**src/rtl/ascon_perm_engine.sv**
```systemverilog
`default_nettype none
// ============================================================================
// ascon_perm_engine : iterative ASCON permutation, UNROLL rounds per clock
// Revision 1.0
// ============================================================================
module ascon_perm_engine #(
    parameter int UNROLL  = 1,
    parameter int SLICE_W = 64
) (
    input  logic         clk,
    input  logic         rst,
    input  logic         in_valid_i,
    output logic         in_ready_o,
    input  logic [3:0]   rounds_i,
    input  logic [319:0] state_i,
    output logic         out_valid_o,
    input  logic         out_ready_i,
    output logic [319:0] state_o,
    output logic         busy_o
);

    localparam int W = SLICE_W;

    typedef enum logic [1:0] {
        IDLE = 2'd0,
        RUN  = 2'd1,
        DONE = 2'd2
    } fsm_t;

    fsm_t         fsm_q;
    logic [319:0] st_q;
    logic [319:0] st_d;
    logic [3:0]   cnt_q;
    logic [3:0]   cnt_d;
    logic [3:0]   nr_q;
    logic [3:0]   nr_d;
    logic         ready_q;
    logic         valid_q;
    logic         busy_q;

    logic [319:0] w_r1;
    logic [319:0] w_r2;
    logic [3:0]   w_ridx;
    logic [3:0]   w_left;
    logic         w_two;
    logic         w_last;

    function automatic logic [W-1:0] ror(input logic [W-1:0] x, input int n);
        return (x >> n) | (x << (W - n));
    endfunction

    function automatic logic [319:0] round_f(input logic [319:0] s, input logic [3:0] r);
        logic [W-1:0] x0, x1, x2, x3, x4;
        logic [W-1:0] t0, t1, t2, t3, t4;
        x0 = s[4*W +: W];
        x1 = s[3*W +: W];
        x2 = s[2*W +: W];
        x3 = s[1*W +: W];
        x4 = s[0*W +: W];
        // Round constant: high nibble (15-r) is the 4-bit complement of r
        x2 = x2 ^ {{(W-8){1'b0}}, ~r, r};
        x0 = x0 ^ x4;
        x4 = x4 ^ x3;
        x2 = x2 ^ x1;
        t0 = ~x0 & x1;
        t1 = ~x1 & x2;
        t2 = ~x2 & x3;
        t3 = ~x3 & x4;
        t4 = ~x4 & x0;
        x0 = x0 ^ t1;
        x1 = x1 ^ t2;
        x2 = x2 ^ t3;
        x3 = x3 ^ t4;
        x4 = x4 ^ t0;
        x1 = x1 ^ x0;
        x0 = x0 ^ x4;
        x3 = x3 ^ x2;
        x2 = ~x2;
        x0 = x0 ^ ror(x0, 19) ^ ror(x0, 28);
        x1 = x1 ^ ror(x1, 61) ^ ror(x1, 39);
        x2 = x2 ^ ror(x2, 1)  ^ ror(x2, 6);
        x3 = x3 ^ ror(x3, 10) ^ ror(x3, 17);
        x4 = x4 ^ ror(x4, 7)  ^ ror(x4, 41);
        return {x0, x1, x2, x3, x4};
    endfunction

    // Second stage is bypassed when only one round is left
    always_comb begin
        w_ridx = 4'd12 - nr_q + cnt_q;
        w_left = nr_q - cnt_q;
        w_r1   = round_f(st_q, w_ridx);
        w_r2   = round_f(w_r1, w_ridx + 4'd1);
        w_two  = (UNROLL == 2) && (w_left >= 4'd2);
        st_d   = w_two ? w_r2 : w_r1;
        cnt_d  = cnt_q + (w_two ? 4'd2 : 4'd1);
        w_last = (cnt_d == nr_q);
        nr_d   = ((rounds_i == 4'd0) || (rounds_i > 4'd12)) ? 4'd12 : rounds_i;
    end

    always_ff @(posedge clk) begin
        if (rst) begin
            fsm_q   <= IDLE;
            cnt_q   <= 4'd0;
            st_q    <= '0;
            nr_q    <= 4'd12;
            ready_q <= 1'b1;
            valid_q <= 1'b0;
            busy_q  <= 1'b0;
        end else begin
            case (fsm_q)
                IDLE: begin
                    if (in_valid_i) begin
                        st_q    <= state_i;
                        nr_q    <= nr_d;
                        cnt_q   <= 4'd0;
                        fsm_q   <= RUN;
                        ready_q <= 1'b0;
                        busy_q  <= 1'b1;
                    end
                end
                RUN: begin
                    st_q  <= st_d;
                    cnt_q <= cnt_d;
                    if (w_last) begin
                        fsm_q   <= DONE;
                        valid_q <= 1'b1;
                    end
                end
                DONE: begin
                    if (out_ready_i) begin
                        fsm_q   <= IDLE;
                        ready_q <= 1'b1;
                        valid_q <= 1'b0;
                        busy_q  <= 1'b0;
                    end
                end
                default: begin
                    fsm_q   <= IDLE;
                    ready_q <= 1'b1;
                    valid_q <= 1'b0;
                    busy_q  <= 1'b0;
                end
            endcase
        end
    end

    assign in_ready_o  = ready_q;
    assign out_valid_o = valid_q;
    assign busy_o      = busy_q;
    assign state_o     = st_q;

endmodule
`default_nettype wire

```
**config.mk**
```make
export PLATFORM = sky130hd
export DESIGN_NAME = ascon_perm_engine
export DESIGN_NICKNAME = d
export VERILOG_FILES = /design/src/rtl/ascon_perm_engine.sv
export SDC_FILE = /design/constraint.sdc
export NUM_CORES = 2
export LEC_CHECK = 0
export ABC_AREA = 1
export ABC_CLOCK_PERIOD_IN_PS = 3000
export CORE_ASPECT_RATIO = 1.5
export CORE_MARGIN = 2
export CORE_UTILIZATION = 49
export CTS_CLUSTER_DIAMETER = 40
export CTS_CLUSTER_SIZE = 24
export DETAILED_ROUTE_END_ITERATION = 8
export GPL_ROUTABILITY_DRIVEN = 1
export PLACE_DENSITY = 0.79
export SYNTH_ARGS = -nofsm -noshare
export SYNTH_HDL_FRONTEND = slang
export SYNTH_SLANG_ARGS = --single-unit
```
**constraint.sdc**
```tcl
create_clock -name clk -period 3 [get_ports clk]
set_input_delay 0.6 -clock clk [delete_from_list [all_inputs] [get_ports clk]]
set_output_delay 0.6 -clock clk [all_outputs]
set_load 0.1 [all_outputs]
```
==> metrics.cfg, run 1 <==
[logic_synthesis]
synth-edff-count=0
yosys_register_bits=333
synth-warning-count=0
yosysTopAreaCellShare_pct=31.5
netlist-cell-type-count=44
syn_inst=6216
syn_nets=6678
synth-seq-area-share_pct=19.3
yosysTopAreaCell=nand2_1
synth.most_common_cell=nand2_1
syn_area_um2=34600
synthFlopType=dfxtp_1
syn_area_per_cell_um2=5.56
synth_area_leaders=nand2_1 (32%), dfxtp_1 (19%), nand3_1 (6.7%)
synth_common_cells=nand2_1 (2900), inv_1 (589), nand3_1 (462)
ys_async_sr_fraction_pct=0

[global_route]
grt_pass1_wl_um=380000
grt_pass1_vias=49939
grt_usage_pct=71.5
grt_overflow=201
grt_max_degree=111

[die]
die_w_um=221
die_h_um=329
start_util_pct=49.4
io-pin-count=651
row_count=119

[run_status]
stop_error=[ERROR GRT-0116] Global routing finished with congestion. Check the congestion regions in the DRC Viewer.
status=stopped before the end
lastStage=global routing (5_1_grt)

[place]
dp_hpwl_um=201000
port_buffers=650
pre_cts_slack_ns=-0.202
finalWeightedCongestion=1.30

[clock_network]
cts_setup_buffers=0
cts_max_path_buffers=3
cts_hold_buf=0
cts_buffers=56
cts_root_buf=clkbuf_16
numClockSinks=333
htreeDepth=2

-- what timing repair did --
| item | CTS |
|---|---|
| gates cloned | 0 |
| gates resized for setup | 19 |
| endpoints found under the setup margin | 33 |
| pin swaps | 4 |
-- through the flow --
stage	area (µm²)	setup TNS (ns)	hold WS, ns	instances	utilization, %
4_1_cts	46700	0	0.401	8202	66.7
3_5_place_dp	44700	-2.85	0.463	8097	63.8
3_3_place_gp	44700	-1.43	0.456	8097	63.8
2_1_floorplan	34600	0	0.449	6216	-
-- layer usage --
layer,track usage (%),overflow
met2,94.5,120
met5,4.39,0
met1,73.3,2
met3,44.0,4
met4,77.8,75
-- kinds of logic after synthesis --
group / synth area share, %
AND/OR/NAND/NOR: 44.8
flip-flops: 19.3
adder cells (fa/ha/maj): 4.87
AO/OA/AOI/OAI: 12.2
XOR/XNOR: 9.49
buffers and inverters: 9.35
==> run 2: changes to the inputs <==
==> config.mk (replaced) <==
export PLATFORM = sky130hd
export DESIGN_NAME = ascon_perm_engine
export DESIGN_NICKNAME = d
export VERILOG_FILES = /design/src/rtl/ascon_perm_engine.sv
export SDC_FILE = /design/constraint.sdc
export NUM_CORES = 2
export LEC_CHECK = 0
export ABC_AREA = 1
export ABC_CLOCK_PERIOD_IN_PS = 3900
export CORE_MARGIN = 2
export CORE_UTILIZATION = 40
export DETAILED_ROUTE_END_ITERATION = 8
export GPL_ROUTABILITY_DRIVEN = 1
export PLACE_DENSITY_LB_ADDON = 0.15
export SYNTH_ARGS = -nofsm -noshare
export SYNTH_HDL_FRONTEND = slang
export SYNTH_SLANG_ARGS = --single-unit
==> constraint.sdc (replaced) <==
create_clock -name clk -period 3.9 [get_ports clk]
set_input_delay 0.78 -clock clk [delete_from_list [all_inputs] [get_ports clk]]
set_output_delay 0.78 -clock clk [all_outputs]
set_load 0.1 [all_outputs]
==> run 2 against run 1 <==
  * The flow now finishes without violations
  * Synthesized area is the same
  * Synthesized cell count stayed put
==> metrics.cfg, run 2 <==
[power_and_ir_drop]
switchingPower_mw=28.6
p_comb_share_pct=78.2
p_int_mw=14.9
power_frac_seq_pct=11.3
finalPower_mw=43.5
power.density_nw_per_um2=975
pwr-share-clk_pct=10.6
p_sw_share_pct=65.7
ir_worst_vdd_mv=0.536
p_leak_nw=22.0

[job]
maxCapViolCount=0

[timing]
fin_crit_ns=3.52
timing.final.crit_share_pct=90.2
finalSetupTns_ns=0
setup-violations-final=0
worst_hold_slack_ns=0.470
slew_headroom_pct=24.8
finalHoldViolCount=0
slew_violations=0
rsz0062_at_grt=false
clock.fmax_mhz=284
fin_skew_ns=0.0557
worst_slew_pin_slew_ns=1.13
setup_ws_ns=0.380

[critical_path]
worst_ep_required_time_ns=4.36
timing.critical_path.buf_inv=1
worstPathMaxFanout=5
cp-start-kind=register
slowest_stage=xnor2_2
timing_worst_setup_path_type=reg -> reg
max_stage_delay_ns=0.51
crit_chain=inv_1, ha_1, ha_1, fa_1, xnor2_1, nand2_1, nand2_1, nand2_1, nand2_1, ha_1, xnor2_2, xor2_1, nand2_1, nand3b_1, nand3_1, nand2_1, a21oi_1
cp-end-kind=register
crit_top_cell=nand2_1
path_delay_family=adder cells
critical_path_arrival_ns=3.98

[logic_synthesis]
synth-compound-area-share_pct=12.2  ; unchanged
yosysTopAreaCell=nand2_1
yosys.area_share.simple_pct=44.8  ; unchanged
synth_top_family_by_area=simple AND/OR/NAND/NOR gates
synth_xor_area_share_pct=9.49  ; unchanged
synth-edff-count=0  ; unchanged
yosysTopAreaCellShare_pct=31.5  ; unchanged
synth.most_common_cell=nand2_1
syn_area_um2=34600  ; unchanged
ys_async_sr_fraction_pct=0  ; unchanged
synth-seq-area-share_pct=19.3  ; unchanged
syn_area_per_cell_um2=5.56  ; unchanged
synth_area_leaders=nand2_1 (32%), dfxtp_1 (19%), nand3_1 (6.7%)
yosys_register_bits=333  ; unchanged
synthMuxAreaShare_pct=0  ; unchanged
syn_nets=6678  ; unchanged
synth-warning-count=0  ; unchanged
syn_inst=6216  ; unchanged
synthFlopType=dfxtp_1
netlist-cell-type-count=44  ; unchanged
synthAdderAreaFrac_pct=4.87  ; unchanged
synth_common_cells=nand2_1 (2900), inv_1 (589), nand3_1 (462)

[global_route]
grt_pass1_vias=40672
grt_usage_pct=51.0
grt_antenna_before_repair=17
grt_overflow=0
grt_pass1_wl_um=316000
grt_max_degree=124

[place]
dp_cells=8028  ; -0.85%
port_buffers=650  ; unchanged
postPlaceCellArea_um2=43100  ; -3.5%
pre_cts_slack_ns=0.412  ; +0.615 ns
dp_hpwl_um=198000  ; -1.4%
finalWeightedCongestion=1.23  ; -4.8%

[clock_network]
cts_hold_buf=0  ; unchanged
cts_setup_buffers=0  ; unchanged
cts_buffers=46  ; -18%
clk_latency_ns=0.66
cts_resized=0  ; -19
cts_max_path_buffers=3  ; unchanged
cts_root_buf=clkbuf_16
htreeDepth=2  ; unchanged
cts_tree=yes
clkTransAtPathRegs_ns=0.06
numClockSinks=333  ; unchanged

[drt]
routed_wl_um=237000
drtIter0Drc=6897
wl_per_cell_um=29.2
first_pass_iters=9
routed_via_density=5.77
drc_errors=0
via_count=46795
antenna_left=0

[die]
die_h_um=298  ; -9.5%
start_util_pct=40.5  ; -8.9 points
io-pin-count=651  ; unchanged
die_w_um=298  ; +35%
row_count=107  ; -10%
core-area_um2=85400
die_area_um2=88700

[cells_and_area]
drive_gt1_share_pct=8.74
nFillCells=8947
final_area_um2=44600
final_common_cell=nand2_1
final_cell_mix=nand2_1 (2900), inv_1 (589), clkdlybuf4s50_1 (566)
utilization_pct=52.3
largest_register_ffs=320
final_cells=8117
synthToLayoutAreaGrowth_pct=29.2
nets=7394

[min_path]
hold_path.class=reg -> reg

[run_status]
status=completed

-- run 2: cell counts after synthesis --
No cell type changed its count.
-- run 2: cells by family after synthesis --
family                   count (synthesis)
AND/OR/NAND/NOR                       3868
buffers and inverters                  807
AO/OA/AOI/OAI                          740
XOR/XNOR                               334
flip-flops                             333
adder cells (fa/ha/maj)                134
-- run 2: layout make-up --
type / instances / area (µm²) / share of cell area, %
inverter: 633 / 2380 / 5.34
clock buffer: 70 / 1380 / 3.10
sequential: 333 / 6670 / 14.9
timing repair buffer: 842 / 7920 / 17.7
clock inverter: 14 / 158 / 0.353
multi-input combinational: 5076 / 24700 / 55.3
tap: 1144 / 1430 / 3.21
antenna: 5 / 12.5 / 0.0280
-- run 2: path summary, 6_finish.rpt --
check	from	slack, ns	endpoint	cells past startpoint
worst min register to register	busy_o	0.47	busy_o	2
worst min-delay path	busy_o	0.47	busy_o	2
worst max register to register	nr_q[1]	0.38	state_o[71]	17
worst max-delay path	nr_q[1]	0.38	state_o[71]	17
-- run 2: per-layer routing --
layer  global-route usage, %  share of wire (%)  vias up
li1                        -                  -    21021
met1                    62.7                 37    21634
met2                    70.8                 39     3347
met3                    18.0                 14      775
met4                    42.5                 10       18
met5                       0              0.047        -
-- run 2: worst min-delay path: cells and delay by family (launching register included) --
| family | cells | cell delay [ns] |
|---|---|---|
| AOI/OAI and AO/OA | 1 | 0.05 |
| DFF | 1 | 0.31 |
| and+or+nand+nor | 1 | 0.06 |
-- run 2: power by group through the flow --
stage / sequential [mW] / clock, mW / combinational [mW]
global route: 4.94 / 4.70 / 34.6
CTS: 4.86 / 4.58 / 32.0
floorplan: 8.59 / 0 / 14.4
finish: 4.91 / 4.59 / 34.0
global placement: 4.93 / 0 / 31.7
detailed placement: 4.93 / 0 / 31.8
Note: power is estimated with default switching activity, not from simulation.
